`src/rtl/etpu_wb_master.sv`:
```
// Wishbone classic initiator that runs one edu_tpu job: 4 weight writes, NUM_IN input
// writes, then NUM_RD result reads, all to BASE_ADDRESS with an idle gap after each transfer.
module etpu_wb_master #(
  parameter logic [31:0] BASE_ADDRESS = 32'h3000_0000,
  parameter int unsigned NUM_IN       = 7,
  parameter int unsigned NUM_RD       = 5,
  parameter int unsigned GAP_CYCLES   = 4,
  parameter int unsigned TIMEOUT      = 255
) (
  input  logic                caravel_wb_clk_i,
  input  logic                caravel_wb_rst_i,
  input  logic                start_i,
  input  logic [127:0]        weights_i,
  input  logic [32*NUM_IN-1:0] inputs_i,
  output logic                busy_o,
  output logic                done_o,
  output logic                err_o,
  output logic [32*NUM_RD-1:0] result_o,
  output logic                wb_cyc_o,
  output logic                wb_stb_o,
  output logic                wb_we_o,
  output logic [3:0]          wb_sel_o,
  output logic [31:0]         wb_adr_o,
  output logic [31:0]         wb_dat_o,
  input  logic [31:0]         wb_dat_i,
  input  logic                wb_ack_i
);

  localparam int unsigned CNT_MAX = (NUM_IN > NUM_RD) ? ((NUM_IN > 4) ? NUM_IN : 4)
                                                      : ((NUM_RD > 4) ? NUM_RD : 4);
  localparam int unsigned CW = $clog2(CNT_MAX + 1);
  localparam int unsigned TW = $clog2(TIMEOUT + 1);
  localparam int unsigned GW = (GAP_CYCLES > 0) ? $clog2(GAP_CYCLES + 1) : 1;

  typedef enum logic [2:0] {IDLE, WR_W, WR_IN, RD, GAP, FINISH} state_t;

  state_t              state;
  state_t              phase;
  state_t              nxt_phase;
  logic [CW-1:0]       cnt;
  logic [CW-1:0]       nxt_cnt;
  logic [TW-1:0]       to_cnt;
  logic [GW-1:0]       gap_cnt;
  logic [127:0]        w_snap;
  logic [32*NUM_IN-1:0] in_snap;
  logic                last_word;
  logic [31:0]         nxt_dat;
  logic                xfer_ack;
  logic                advance;

  // Next word/phase selection, shared by the gap exit and the zero-gap ack path
  always_comb begin
    case (phase)
      WR_W:    last_word = (cnt == CW'(3));
      WR_IN:   last_word = (cnt == CW'(NUM_IN - 1));
      RD:      last_word = (cnt == CW'(NUM_RD - 1));
      default: last_word = 1'b1;
    endcase
    nxt_phase = phase;
    nxt_cnt   = cnt + 1'b1;
    if (last_word) begin
      nxt_cnt = '0;
      case (phase)
        WR_W:    nxt_phase = WR_IN;
        WR_IN:   nxt_phase = RD;
        default: nxt_phase = FINISH;
      endcase
    end
    nxt_dat = '0;
    if (nxt_phase == WR_W)
      nxt_dat = w_snap[32*nxt_cnt +: 32];
    else if (nxt_phase == WR_IN)
      nxt_dat = in_snap[32*nxt_cnt +: 32];
  end

  always_comb begin
    xfer_ack = wb_stb_o && wb_ack_i;
    if (GAP_CYCLES == 0)
      advance = xfer_ack;
    else
      advance = (state == GAP) && (gap_cnt == GW'(GAP_CYCLES - 1));
  end

  always_ff @(posedge caravel_wb_clk_i or negedge caravel_wb_rst_i) begin
    if (!caravel_wb_rst_i) begin
      state    <= IDLE;
      phase    <= IDLE;
      cnt      <= '0;
      to_cnt   <= '0;
      gap_cnt  <= '0;
      w_snap   <= '0;
      in_snap  <= '0;
      busy_o   <= 1'b0;
      done_o   <= 1'b0;
      err_o    <= 1'b0;
      result_o <= '0;
      wb_cyc_o <= 1'b0;
      wb_stb_o <= 1'b0;
      wb_we_o  <= 1'b0;
      wb_sel_o <= '0;
      wb_adr_o <= '0;
      wb_dat_o <= '0;
    end else begin
      done_o <= 1'b0;
      case (state)
        IDLE: begin
          if (start_i) begin
            w_snap   <= weights_i;
            in_snap  <= inputs_i;
            busy_o   <= 1'b1;
            err_o    <= 1'b0;
            result_o <= '0;
            state    <= WR_W;
            phase    <= WR_W;
            cnt      <= '0;
            to_cnt   <= '0;
            wb_cyc_o <= 1'b1;
            wb_stb_o <= 1'b1;
            wb_we_o  <= 1'b1;
            wb_sel_o <= 4'hF;
            wb_adr_o <= BASE_ADDRESS;
            wb_dat_o <= weights_i[31:0];
          end
        end
        WR_W, WR_IN, RD: begin
          if (xfer_ack) begin
            wb_cyc_o <= 1'b0;
            wb_stb_o <= 1'b0;
            wb_we_o  <= 1'b0;
            wb_sel_o <= '0;
            wb_adr_o <= '0;
            wb_dat_o <= '0;
            if (state == RD)
              result_o[32*cnt +: 32] <= wb_dat_i;
            if (GAP_CYCLES != 0) begin
              state   <= GAP;
              gap_cnt <= '0;
            end
          end else if (to_cnt == TW'(TIMEOUT - 1)) begin
            wb_cyc_o <= 1'b0;
            wb_stb_o <= 1'b0;
            wb_we_o  <= 1'b0;
            wb_sel_o <= '0;
            wb_adr_o <= '0;
            wb_dat_o <= '0;
            err_o    <= 1'b1;
            cnt      <= '0;
            state    <= FINISH;
          end else begin
            to_cnt <= to_cnt + 1'b1;
          end
        end
        GAP: begin
          if (!advance)
            gap_cnt <= gap_cnt + 1'b1;
        end
        FINISH: begin
          busy_o <= 1'b0;
          done_o <= 1'b1;
          state  <= IDLE;
        end
        default: state <= IDLE;
      endcase

      // Placed after the case so it overrides the ack-cycle bus release when the next
      // transfer starts immediately (zero gap) or the gap has just expired.
      if (advance) begin
        cnt <= nxt_cnt;
        if (nxt_phase == FINISH) begin
          state <= FINISH;
        end else begin
          state    <= nxt_phase;
          phase    <= nxt_phase;
          to_cnt   <= '0;
          wb_cyc_o <= 1'b1;
          wb_stb_o <= 1'b1;
          wb_we_o  <= (nxt_phase != RD);
          wb_sel_o <= 4'hF;
          wb_adr_o <= BASE_ADDRESS;
          wb_dat_o <= nxt_dat;
        end
      end
    end
  end

endmodule

```
`config.mk`:
```
export PLATFORM = sky130hd
export DESIGN_NAME = etpu_wb_master
export DESIGN_NICKNAME = d
export VERILOG_FILES = /design/src/rtl/etpu_wb_master.sv
export SDC_FILE = /design/constraint.sdc
export NUM_CORES = 1
export LEC_CHECK = 0
export BUFFER_PORTS_ARGS = -buffer_cell sky130_fd_sc_hd__clkbuf_2
export CORE_MARGIN = 2
export CORE_UTILIZATION = 40
export DETAILED_ROUTE_END_ITERATION = 12
export GPL_ROUTABILITY_DRIVEN = 1
export PLACE_DENSITY_LB_ADDON = 0.08
export RECOVER_POWER = 50
export SLEW_MARGIN = 20
export SYNTH_ARGS = -nofsm -noshare
export SYNTH_HDL_FRONTEND = slang
export SYNTH_SLANG_ARGS = --single-unit
```
`constraint.sdc`:
```
create_clock -name caravel_wb_clk_i -period 3 [get_ports caravel_wb_clk_i]
set_input_delay 0 -clock caravel_wb_clk_i [delete_from_list [all_inputs] [get_ports caravel_wb_clk_i]]
set_output_delay 0 -clock caravel_wb_clk_i [all_outputs]
set_load 0.005 [all_outputs]
```
==> results of run 1 <==
==> routing by layer <==
metal | wire length, microns | global-route usage [%]
met1 | 42700 | 37.9
met2 | 49500 | 48.5
met3 | 5890 | 5.07
met4 | 5510 | 15.1
met5 | 0 | 0
==> power by group through the flow <==
| stage | clock [uW] | combinational, uW | sequential (uW) |
|---|---|---|---|
| 2_1_floorplan | 0 | 6050 | 11900 |
| 3_3_place_gp | 0 | 9160 | 12500 |
| 3_5_place_dp | 0 | 9300 | 12600 |
| 4_1_cts | 8730 | 9840 | 12500 |
| 5_1_grt | 9060 | 10900 | 12800 |
| 6_report | 8580 | 9790 | 12500 |
==> synthesized netlist by cell type (3+ instances only) <==
cell type / n / share of area (%)
nand2b_1: 32 / 0.75
inv_1: 6 / 0.084
a21oi_1: 72 / 1.3
and2_1: 33 / 0.77
mux2_2: 32 / 1.3
dfrtp_1: 606 / 57
nand2_1: 1167 / 16
nor2_4: 3 / 0.13
nand4_1: 3 / 0.070
o21ai_1: 74 / 1.4
a211oi_1: 3 / 0.084
a22o_1: 149 / 4.9
a221oi_1: 31 / 1.0
buf_4: 14 / 0.39
mux2i_1: 64 / 2.4
o211ai_1: 32 / 0.90
clkbuf_1: 108 / 1.5
nor3_1: 6 / 0.11
nor2_1: 93 / 1.3
buf_2: 75 / 1.4
a22oi_1: 37 / 1.0
a31oi_1: 33 / 0.77
buf_1: 4 / 0.056
nor2_2: 3 / 0.070
nor2b_1: 3 / 0.070
o31ai_1: 35 / 0.98
buf_6: 9 / 0.38
ha_1: 7 / 0.33
o21ai_0: 62 / 1.2
nand3_1: 39 / 0.73
==> layout make-up <==
type / instances / share of cell area (%)
Tap cell: 864 / 2.93
Clock buffer: 104 / 5.70
Sequential cell: 606 / 41.2
Clock inverter: 20 / 0.536
Multi-Input combinational cell: 2050 / 28.8
Timing Repair Buffer: 1087 / 20.7
Antenna cell: 2 / 0.0136
Inverter: 10 / 0.102
==> metrics by stage <==
stage	utilization [%]	worst slack, ps	instances
after CTS	56.1	152	4741
final	55.9	177	4743
after global routing	55.9	22.7	4743
after detailed placement	46.7	159	4222
after floorplan	-	434	2876
after global placement	46.7	235	4222
==> critical path, stage by stage (launching register included) <==
cell,delay [ps]
dfrtp_1,530
inv_2,100
ha_4,470
buf_12,240
buf_4,190
mux2i_1,180
nor2_1,50
a21oi_1,210
nor2_1,120
o21ai_0,380
a31oi_1,150
==> registers in the layout, indices dropped and copies added, names as in the netlist, 3 cells and up <==
name      cells
phase         3
w_snap      128
gap_cnt       3
state         3
to_cnt        8
wb_adr_o     32
wb_dat_o     32
result_o    160
cnt           3
in_snap     224
wb_sel_o      4
==> cells by family after synthesis <==
family / after synthesis / synth area share (%)
compound gates: 544 / 14.2
simple gates: 1402 / 21.1
flops: 606 / 56.7
buf+inv: 220 / 3.89
fa+ha+maj: 7 / 0.328
xor+xnor: 1 / 0.0328
mux: 96 / 3.74
==> worst paths after layout <==
| kind | start | end | slack, ps | cells after the start |
|---|---|---|---|---|
| worst max-delay path | cnt[1]$_DFFE_PN0P_ | wb_dat_o[13]$_DFF_PN0_ | 180 | 10 |
| worst min register to register | in_snap[65]$_DFFE_PN0P_ | in_snap[65]$_DFFE_PN0P_ | 470 | 2 |
| max in group asynchronous | caravel_wb_rst_i | in_snap[4]$_DFFE_PN0P_ | 450 | 3 |
| min in group asynchronous | caravel_wb_rst_i | result_o[156]$_DFFE_PN0P_ | 700 | 2 |
| worst max register to register | cnt[1]$_DFFE_PN0P_ | wb_dat_o[13]$_DFF_PN0_ | 180 | 10 |
| worst min-delay path | inputs_i[72] | in_snap[72]$_DFFE_PN0P_ | 120 | 4 |
==> metrics.md, run 1 <==
| Metric | Value |
|---|---|
| Outcome | `finished, violations left` |
| Violations in the final reports | `max-capacitance violations, max-slew violations` |
| CTS tree | `done` |
| Buffers on Ports | `621` |
| Pins Over Slew Limit | `84` |
| RSZ-0062 raised after global routing | `false` |
| Core Rows | `94` |
| Die area | `68900 sq um` |
| Final Cycle Share | `94.1%` |
| WL per Instance | `21.8 microns` |
| Most frequent cells in the layout | `nand2_1, dfrtp_1, clkbuf_2` |
| Final hold violation count | `0` |
| Hold buffer count at cts | `395` |
| Worst Hold Class | `input port to flop` |
| Worst-Skew Late Latency | `610 ps` |
| Post-CTS Setup Inserts | `0` |
| Internal power | `19600 uW` |
| RD Place Congestion | `0.901` |
| Drt total wl | `104000 microns` |
| Global-route wire length before repair | `158000 microns` |
| Design area | `36900 sq um` |
| Core Region | `66000 sq um` |
| # fillers | `5934` |
| Max-Slew Margin vs Limit | `-71.1%` |
| Hpwl dp | `71200 microns` |
| Worst-Margin Slew | `2570 ps` |
| Sw Share | `36.6%` |
| Initial antenna violation count | `2` |
| Fmax | `354 MHz` |
| PwrDens | `838 nW/um^2` |
| Clock slew at reported path FFs | `60 ps` |
| Final Setup Violations | `0` |
| Sw Pwr | `11300 uW` |
| Asr flop ratio synth | `100%` |
| TritonCTS buffer count | `69` |
| Syn Inst Count | `2876` |
| GRT Resource Usage Total | `29.6%` |
| Area occupied by multi-input gates | `10600 sq um` |
| EDFF count, synth | `0` |
| VDD IR max | `0.373 mV` |
| Largest net degree at the start of global routing | `147` |
| Initial Utilization | `40.5%` |
| Startpoint Class | `flop` |
| Sequential Area | `15200 sq um` |
| Final setup skew | `19.5 ps` |
| Worst hold slack | `118 ps` |
| Sequential fraction of the synthesis area | `56.7%` |
| Via total after detailed routing | `25388` |
| Fin nets | `4219` |
| Seq pwr share | `40.5%` |
| Clock tree sinks | `606` |
| DRC errors left | `0` |
| Crit path capture type | `flop` |
| Max Buffers Root-to-Sink | `3` |
| WP data arrival | `3260 ps` |
| Ports | `622` |
| Setup_tns | `0 ps` |
| Final Power | `30900 uW` |
| CTS root buf | `clkbuf_16` |
| Clock network fraction of total power | `27.8%` |
| Max cap viols | `1` |
| WS Path Type | `flop to flop` |
| Flops & latches, synth | `606` |
| Leading cell type in the layout, fill and taps excluded | `nand2_1` |
| Combinational share of power | `31.7%` |
| Vias/cell | `5.35` |
| Worst-path maximum fanout | `21` |
| Netlist Area Pre-Place | `26700 sq um` |
| Ys flop type | `dfrtp_1` |
| H-tree Lvls | `3` |
| Worst Path Required | `3440 ps` |
| Leak | `0.0184 uW` |
| Initial drt markers | `2159` |
| GR Overflow Total | `0` |
| Syn_area_per_cell | `9.30 sq um` |
| Post-CTS resize count | `0` |
| Distinct cells, synth | `59` |
| Share of layout cells above drive strength 1 | `19.4%` |
| Antenna-violating nets left | `0` |
| Vias in the first global route | `26004` |
| Synthesized net count | `3271` |
| Ys Warns | `0` |
| Area after DPL | `30800 sq um` |
| Die W | `263 microns` |
| Tmin final | `2820 ps` |
| Die Y | `263 microns` |
| DR pass1 iterations | `5` |
| Synthesis-to-layout area growth | `37.8%` |
(Power assumes the default switching activity.)
==> run 2, diff against run 1 <==
--- a/config.mk
+++ b/config.mk
@@ -10,7 +10,7 @@
 export CORE_UTILIZATION = 40
 export DETAILED_ROUTE_END_ITERATION = 12
 export GPL_ROUTABILITY_DRIVEN = 1
-export PLACE_DENSITY_LB_ADDON = 0.08
+export PLACE_DENSITY = 0.67
 export RECOVER_POWER = 50
 export SLEW_MARGIN = 20
 export SYNTH_ARGS = -nofsm -noshare
==> run 2 against run 1 <==
Net effect: the flow still finishes with violations (max-capacitance violations, max-slew violations); worst setup slack improved by 19 ps; first-iteration DRC count increased by 23%; non-clock buffer count decreased by 5; combinational power decreased by 1%.
==> metrics.md, run 2 (synthesized netlist as in run 1, its figures left out) <==
| Metric | Value |
|---|---|
| Crit path from | `cnt[0]$_DFFE_PN0P_` |
| Core Rows | `94 (unchanged)` |
| Worst-Skew Late Latency | `620 ps (about the same)` |
| Cell Chain, Critical Path | `inv_2, ha_4, buf_4, nand2_2, buf_4, o211ai_1, a31oi_1` |
| Clock tree sinks | `606 (unchanged)` |
| Initial drt markers | `2664 (+23%)` |
| Vias in the first global route | `26173 (+0.65%)` |
| Max cap viols | `3 (+2)` |
| WL per Instance | `22.0 microns (+0.70%)` |
| Crit-path leading delay family | `buffers and inverters` |
| Antenna-violating nets left | `0 (unchanged)` |
| Worst Path Required | `3490 ps (+50 ps)` |
| CP endpoint | `wb_dat_o[24]$_DFF_PN0_` |
| PwrDens | `832 nW/um^2 (-0.79%)` |
| Max stage delay cell, worst path | `ha_4` |
| Max-Slew Margin vs Limit | `-26.1% (+45 points)` |
| Leak | `0.0185 uW (+0.48%)` |
| Via total after detailed routing | `25701 (+1.2%)` |
| Tmin final | `2800 ps (-18.6 ps)` |
| Global-route wire length before repair | `160000 microns (+1.0%)` |
| Post-CTS Setup Inserts | `0 (unchanged)` |
| Hold Path Origin | `weights_i[73]` |
| Pins Over Slew Limit | `221 (+160%)` |
| Vias/cell | `5.41 (+1.1%)` |
| GRT Resource Usage Total | `30.0% (+0.35 points)` |
| Buffers on Ports | `621 (unchanged)` |
| Most frequent CP cell | `buf_4` |
| Initial Utilization | `40.5% (unchanged)` |
| TritonCTS buffer count | `69 (unchanged)` |
| Most flops, register | `in_snap` |
| CTS tree | `done` |
| Max reg flops | `224 (unchanged)` |
| Core Region | `66000 sq um (unchanged)` |
| Design area | `36900 sq um (about the same)` |
| Reg2reg start | `cnt[0]$_DFFE_PN0P_` |
| Initial antenna violation count | `11 (+9)` |
| Worst path depth | `7 (-3)` |
| RD Place Congestion | `0.881 (-2.2%)` |
| Clock slew at reported path FFs | `60 ps (about the same)` |
| Final Setup Violations | `0 (unchanged)` |
| Final hold violation count | `0 (unchanged)` |
| Fin nets | `4214 (-0.12%)` |
| Area after DPL | `30900 sq um (+0.24%)` |
| DR pass1 iterations | `6 (+1)` |
| Most frequent cells in the layout | `nand2_1, dfrtp_1, clkbuf_2` |
| CTS root buf | `clkbuf_16` |
| Top flop regs | `in_snap (224), result_o (160), w_snap (128)` |
| Fmax | `357 MHz (+0.66%)` |
| Ports | `622 (unchanged)` |
| Setup_tns | `0 ps (unchanged)` |
| Die Y | `263 microns (unchanged)` |
| Largest net degree at the start of global routing | `120 (-18%)` |
| R2R setup slack | `200 ps (+20 ps)` |
| GR Overflow Total | `0 (unchanged)` |
| RSZ-0062 raised after global routing | `false` |
| Worst Hold Class | `input port to flop` |
| Worst stage delay on the critical path | `550 ps (+20 ps)` |
| FF-to-FF path depth | `7 (-3)` |
| VDD IR max | `0.519 mV (+39%)` |
| Crit path capture type | `flop` |
| Hpwl dp | `68300 microns (-4.1%)` |
| H-tree Lvls | `3 (unchanged)` |
| Worst-Margin Slew | `1890 ps (-675 ps)` |
| Leading cell type in the layout, fill and taps excluded | `nand2_1` |
| Die area | `68900 sq um (unchanged)` |
| WS Path Type | `flop to flop` |
| Outcome | `finished, violations left` |
| Share of layout cells above drive strength 1 | `20.6% (+1.2 points)` |
| DRC errors left | `0 (unchanged)` |
| Startpoint Class | `flop` |
| Worst flop-to-flop path endpoint | `wb_dat_o[24]$_DFF_PN0_` |
| Final Cycle Share | `93.5% (-0.62 points)` |
| Synthesis-to-layout area growth | `37.9% (about the same)` |
| Buffers & Inverters on Critical Path | `3 (unchanged)` |
| Die W | `263 microns (unchanged)` |
| WP data arrival | `3290 ps (+30 ps)` |
| Violations in the final reports | `max-capacitance violations, max-slew violations` |
| Worst-path maximum fanout | `40 (+90%)` |
| Hold buffer count at cts | `388 (-1.8%)` |
| Post-CTS resize count | `0 (unchanged)` |
| Final setup skew | `32.1 ps (+12.5 ps)` |
| Max Buffers Root-to-Sink | `3 (unchanged)` |
| Drt total wl | `104000 microns (+0.81%)` |
[run 2: changes by cell type in the layout (fill, tap and decap cells not counted), moves of 2 or more]
cell	delta
buf_6	-2
inv_6	+2
diode_2	+8
buf_12	+2
buf_4	-7
dlygate4sd3_1	-8
clkbuf_16	-2
clkbuf_1	-40
clkinvlp_4	+6
clkbuf_8	-6
buf_2	-2
clkbuf_2	+50
[run 2: per-layer routing]
metal  wire length, microns  GRT usage [%]
met1                  41900           38.2
met2                  49000           48.3
met3                   7370           5.79
met4                   6080           16.4
met5                     35              0
[run 2: worst reg2reg max path: stages, from the launching register on]
cell and delay [ps]:
dfrtp_4 480, inv_2 70, ha_4 550, buf_4 520
nand2_2 380, buf_4 330, o211ai_1 230, a31oi_1 110
[run 2: layout make-up]
cell class | instances | area, sq um
antenna | 10 | 25.0
clock buffer | 95 | 1970
clock inverter | 31 | 330
fill | 5619 | 29100
inverter | 10 | 37.5
multi-input combinational | 2050 | 10600
sequential | 606 | 15200
tap | 864 | 1080
timing repair buffer | 1082 | 7640
[run 2: where the power goes]
part	leakage (uW)	switching [uW]	internal, uW
clock network	0.00112	3630	4920
registers	0.00782	1700	10700
logic	0.00957	5940	3720
[run 2: worst min-delay path by stage]
stage,slack (ps),cells past startpoint,endpoint
detailed placement,-20,1,wb_adr_o[17]$_DFF_PN0_
global route,120,4,w_snap[106]$_DFFE_PN0P_
CTS,80,3,w_snap[19]$_DFFE_PN0P_
finish,110,4,w_snap[73]$_DFFE_PN0P_
global placement,-20,1,wb_adr_o[17]$_DFF_PN0_
floorplan,-300,0,busy_o$_DFFE_PN0P_
[run 2: stage by stage]
step | utilization, % | hold slack, ps | worst slack (ps) | power (uW) | instances
4_1_cts | 56.2 | 77.2 | 210 | 30600 | 4738
3_5_place_dp | 46.8 | -20.8 | 226 | 21600 | 4224
5_1_grt | 55.9 | 118 | 62.1 | 32500 | 4746
2_1_floorplan | - | -296 | 434 | 17900 | 2876
3_3_place_gp | 46.8 | -24.0 | 286 | 21400 | 4224
6_report | 55.9 | 107 | 195 | 30700 | 4748
